File: config.mk
export PLATFORM = sky130hd
export DESIGN_NAME = dds
export DESIGN_NICKNAME = d
export VERILOG_FILES = /design/src/rtl/dds.sv
export SDC_FILE = /design/constraint.sdc
export NUM_CORES = 1
export LEC_CHECK = 0
export ABC_AREA = 1
export CAP_MARGIN = 5
export CORE_ASPECT_RATIO = 1.4
export CORE_UTILIZATION = 35
export CTS_CLUSTER_SIZE = 12
export DETAILED_ROUTE_END_ITERATION = 8
export GPL_TIMING_DRIVEN = 0
export HOLD_SLACK_MARGIN = 0.1
export PLACE_DENSITY = 0.5
export SETUP_SLACK_MARGIN = 0.15
export SLEW_MARGIN = 20
export SYNTH_ARGS = -nofsm -noshare
export SYNTH_HDL_FRONTEND = slang
export SYNTH_SLANG_ARGS = --single-unit
File: constraint.sdc
create_clock -name sys_clk -period 7.1 [get_ports sys_clk]
set_input_delay 1.42 -clock sys_clk [delete_from_list [all_inputs] [get_ports sys_clk]]
set_output_delay 1.42 -clock sys_clk [all_outputs]
set_load 0.005 [all_outputs]
File: src/rtl/dds.sv
// Direct digital synthesiser: 32-bit phase accumulator driving a sine/square/triangle/sawtooth
// generator with a registered 8-bit unsigned output.
module dds #(
    parameter logic [31:0] FREQ_CTRL  = 32'd42949,
    parameter logic [11:0] PHASE_CTRL = 12'd1024
) (
    input  logic       sys_clk,
    input  logic       sys_rst_n,
    input  logic [3:0] wave_select,
    output logic [7:0] wave_out
);

    localparam logic [3:0] SEL_SINE     = 4'b0001;
    localparam logic [3:0] SEL_SQUARE   = 4'b0010;
    localparam logic [3:0] SEL_TRIANGLE = 4'b0100;
    localparam logic [3:0] SEL_SAW      = 4'b1000;

    logic [31:0] acc;
    logic [11:0] idx;
    logic [7:0]  sine_idx;
    logic [6:0]  quarter_k;
    logic [6:0]  quarter_val;
    logic [7:0]  sine_val;
    logic [7:0]  square_val;
    logic [7:0]  triangle_val;
    logic [7:0]  saw_val;
    logic [7:0]  wave_next;

    // Quarter-wave table: round(127*sin(2*pi*k/256)) for k = 0..64.
    function automatic logic [6:0] quarter_sine(input logic [6:0] k);
        logic [6:0] q;
        case (k)
            7'd0:  q = 7'd0;    7'd1:  q = 7'd3;    7'd2:  q = 7'd6;    7'd3:  q = 7'd9;
            7'd4:  q = 7'd12;   7'd5:  q = 7'd16;   7'd6:  q = 7'd19;   7'd7:  q = 7'd22;
            7'd8:  q = 7'd25;   7'd9:  q = 7'd28;   7'd10: q = 7'd31;   7'd11: q = 7'd34;
            7'd12: q = 7'd37;   7'd13: q = 7'd40;   7'd14: q = 7'd43;   7'd15: q = 7'd46;
            7'd16: q = 7'd49;   7'd17: q = 7'd51;   7'd18: q = 7'd54;   7'd19: q = 7'd57;
            7'd20: q = 7'd60;   7'd21: q = 7'd63;   7'd22: q = 7'd65;   7'd23: q = 7'd68;
            7'd24: q = 7'd71;   7'd25: q = 7'd73;   7'd26: q = 7'd76;   7'd27: q = 7'd78;
            7'd28: q = 7'd81;   7'd29: q = 7'd83;   7'd30: q = 7'd85;   7'd31: q = 7'd88;
            7'd32: q = 7'd90;   7'd33: q = 7'd92;   7'd34: q = 7'd94;   7'd35: q = 7'd96;
            7'd36: q = 7'd98;   7'd37: q = 7'd100;  7'd38: q = 7'd102;  7'd39: q = 7'd104;
            7'd40: q = 7'd106;  7'd41: q = 7'd107;  7'd42: q = 7'd109;  7'd43: q = 7'd111;
            7'd44: q = 7'd112;  7'd45: q = 7'd113;  7'd46: q = 7'd115;  7'd47: q = 7'd116;
            7'd48: q = 7'd117;  7'd49: q = 7'd118;  7'd50: q = 7'd120;  7'd51: q = 7'd121;
            7'd52: q = 7'd122;  7'd53: q = 7'd122;  7'd54: q = 7'd123;  7'd55: q = 7'd124;
            7'd56: q = 7'd125;  7'd57: q = 7'd125;  7'd58: q = 7'd126;  7'd59: q = 7'd126;
            7'd60: q = 7'd126;  7'd61: q = 7'd127;  7'd62: q = 7'd127;  7'd63: q = 7'd127;
            7'd64: q = 7'd127;
            default: q = 7'd0;
        endcase
        return q;
    endfunction

    assign idx = acc[31:20] + PHASE_CTRL;

    // Quadrants 1 and 3 read the table backwards; the upper half is negated about 127.
    assign sine_idx    = idx[11:4];
    assign quarter_k   = sine_idx[6] ? (7'd64 - {1'b0, sine_idx[5:0]}) : {1'b0, sine_idx[5:0]};
    assign quarter_val = quarter_sine(quarter_k);
    assign sine_val    = sine_idx[7] ? (8'd127 - {1'b0, quarter_val})
                                     : (8'd127 + {1'b0, quarter_val});

    assign square_val   = idx[11] ? 8'd0 : 8'd255;
    assign triangle_val = idx[11] ? ~idx[10:3] : idx[10:3];
    assign saw_val      = idx[11:4];

    always_comb begin
        wave_next = 8'd0;
        case (wave_select)
            SEL_SINE:     wave_next = sine_val;
            SEL_SQUARE:   wave_next = square_val;
            SEL_TRIANGLE: wave_next = triangle_val;
            SEL_SAW:      wave_next = saw_val;
            default:      wave_next = 8'd0;
        endcase
    end

    // sys_rst_n is active-high despite its name.
    always_ff @(posedge sys_clk or posedge sys_rst_n) begin
        if (sys_rst_n) begin
            acc      <= 32'd0;
            wave_out <= 8'd0;
        end else begin
            acc      <= acc + FREQ_CTRL;
            wave_out <= wave_next;
        end
    end

endmodule

==> reports/qor.yml <==
timing:
  tns_ns: 0
  setup_slack_ns: 3.74
  finalHoldViolCount: 0
  finalCriticalPeriod_ns: 3.36
  setup_viol: 0
  fin_crit_sh_pct: 47.3
  report.final.slew_viol_count: 0
  final.setup_skew_ns: 0.00610
  worstMarginPinSlew_ns: 0.782
  fmax_mhz: 298
  rsz0062_at_grt: "no"
  timing.slew.headroom_pct: 47.5
synthesis:
  ys_seq_elements: 40
  synth_edf_count: 0
  ys_seq_area_share_pct: 30.9
  synthArstFlopShare_pct: 100
  ys_warn_count: 0
  synth_top_cell_area_share_pct: 30.9
  syn_area_um2: 3240
  syn_avg_cell_area_um2: 7.38
  yosysTopAreaCell: "dfrtp_1"
  synth_area_leaders: "dfrtp_1 31%, nand2_1 13%, nand3_1 9.6%"
  synth_ff_type: "dfrtp_1"
  synth_cells: 439
  syn-num-nets: 457
  synth.distinct_cells: 38
placed_design:
  dp_hpwl_mm: 6.20
  pre_cts_slack_ns: 3.74
  dp_cells: 560
  portBuffers: 13
  gp_congestion: 0.834
floorplanning:
  die_area_um2: 9660
  core-area_um2: 9030
  ios: 14
  fp-row-count: 41
  dieHeight_um: 116
  die_x_um: 83.3
  start_util_pct: 35.9
clock_network:
  cts_max_path_buffers: 2
  clk-insertion-delay-late_ns: 0.28
  post_cts_resized: 0
  clock-sinks: 40
  cts_buffers: 5
  ctsHoldBuffers: 0
  cts_root_buf: "clkbuf_16"
  htreeDepth: 2
  tritoncts: "built"
  post-cts-setup-buffers: 0
  clkTransAtPathRegs_ns: 0.06
power:
  p_comb_share_pct: 3.9
  swShare_pct: 19.7
  power_switching_w: 0.000102
  p_per_area_nw_per_um2: 139
  seq_power_share_pct: 44.6
  p_leak_nw: 1.81
  peakVddDrop_uv: 104
  p_clk_share_pct: 51.5
  p_int_w: 0.000416
grt:
  grt_pass1_wl_mm: 13.8
  track_usage_pct: 17.5
  grt_antenna_before_repair: 0
  grt_max_degree: 24
  grt_pass1_vias: 2907
  grt_overflow: 0
route:
  drtAntennaViolNets: 0
  wirelength_mm: 7.99
  firstDrtPassIters: 7
  drtIter0Drc: 161
  wl_per_cell_um: 14.1
  via_per_inst: 5.10
  vias: 2895
  drc: 0
final_layout:
  area_growth_pct: 14.7
  fillers: 941
  antenna_cells: 0
  drive_gt1_share_pct: 14.1
  nNetsFinal: 478
  instances_no_fill: 568
worst_setup_path:
  arrival_ns: 3.58
  critPathRequiredTime_ns: 7.32
  crit_type: "reg2reg"
  path_max_fanout: 10
  crit_path_end_kind: "register"
  reg2reg_depth: 21
  crit_path_start_kind: "register"
status:
  status: "complete, no violations"
job:
  maxCapViolations: 0
worst_hold_path:
  holdCritPathClass: "reg2reg"
  whs_path_depth: 1
==> cell usage after synthesis, types with 3 or more instances <==
library cell and instances:
xnor2_1 8, inv_1 45, nand3_2 8, ha_1 12
nand3b_1 3, nor2_2 3, nor3_1 12, dfrtp_1 40
nand3_4 3, o21ai_0 12, a211oi_1 3, buf_6 6
nand2_1 111, xor2_1 21, nand2_4 4, nand3_1 62
inv_2 4, a21oi_1 9, o21ai_1 3, nand4_1 9
nor2_1 26, nand2_2 13, o211ai_1 3
==> power groups by stage <==
stage | registers (W) | logic [W] | clock network (W)
after global routing | 0.000231 | 0.0000227 | 0.000282
final | 0.000231 | 0.0000202 | 0.000267
after floorplan | 0.000235 | 0.00000749 | 0
after CTS | 0.000231 | 0.0000208 | 0.000271
after detailed placement | 0.000235 | 0.0000208 | 0
after global placement | 0.000235 | 0.0000185 | 0
==> area by class of cell <==
class | count | area (um2) | share of cell area [%]
clock inverters | 2 | 38.8 | 1.04
flip-flops and latches | 40 | 1000 | 26.9
inverters | 52 | 208 | 5.59
well taps | 107 | 134 | 3.60
clock buffers | 6 | 139 | 3.74
repair buffers | 14 | 158 | 4.24
plain buffers | 10 | 113 | 3.03
multi-input cells | 337 | 1930 | 51.8
==> worst paths after layout <==
path / start / to / slack [ns]
min reg2reg: acc[0] / acc[0] / 0.45
min: acc[0] / acc[0] / 0.45
max: acc[24] / wave_out[4] / 3.74
max in group asynchronous: sys_rst_n / acc[16] / 5.18
min in group asynchronous: sys_rst_n / wave_out[6] / 1.46
max reg2reg: acc[24] / wave_out[4] / 3.74
==> cell usage in the layout, fill, tap and decap left out, types with 8 or more instances in the layout <==
cell               n
xor2_1            21
inv_1             44
o21ai_0           12
nand3_2            8
nand2_2           13
nand3_1           62
nand2_1          111
dfrtp_1           40
nor2_1            26
ha_1              12
nor3_1            12
xnor2_1            8
a21oi_1            9
clkdlybuf4s50_1   13
nand4_1            9
==> flip-flops by register name (all words and copies together), names as in the netlist <==
| signal | cells |
|---|---|
| acc | 32 |
| wave_out | 8 |
==> cell families after synthesis <==
kind of cell,share of synthesized area (%)
XOR/XNOR,7.84
AO/OA/AOI/OAI,6.79
buffers and inverters,9.88
flip-flops,30.9
AND/OR/NAND/NOR,40.0
adder cells (fa/ha/maj),4.63
==> worst max-delay path: stages (launching register included) <==
cell     delay (ns)
dfrtp_1        0.48
buf_6          0.21
inv_8          0.07
ha_1           0.27
nand2_1        0.06
nand2_2        0.17
inv_1          0.17
ha_1           0.21
inv_1          0.13
nand3_1        0.14
nand3_2        0.10
nand3_1        0.08
nand3_1        0.09
nand3_1        0.12
nand2_1        0.16
inv_1          0.10
ha_1           0.24
nand4_1        0.14
nand2_1        0.08
nand2_1        0.09
nand3_1        0.09
nand3_1        0.12
==> per-layer routing <==
| layer | share of wire [%] | GRT usage, % | wire, um |
|---|---|---|---|
| met1 | 42 | 19.9 | 3320 |
| met2 | 53 | 32.9 | 4210 |
| met3 | 2.7 | 2.21 | 219 |
| met4 | 3.0 | 7.93 | 239 |
| met5 | 0 | 0 | 0 |
==> through the flow <==
| step | area (um2) | util [%] | power (W) | hold WS, ns |
|---|---|---|---|---|
| floorplan | 3240 | - | 0.000243 | 0.422 |
| global placement | 3510 | 38.8 | 0.000254 | 0.442 |
| detailed placement | 3540 | 39.2 | 0.000256 | 0.448 |
| CTS | 3720 | 41.2 | 0.000523 | 0.458 |
| global route | 3720 | 41.2 | 0.000536 | 0.473 |
| finish | 3720 | 41.2 | 0.000518 | 0.451 |
Note: power is estimated with default switching activity, not from simulation.
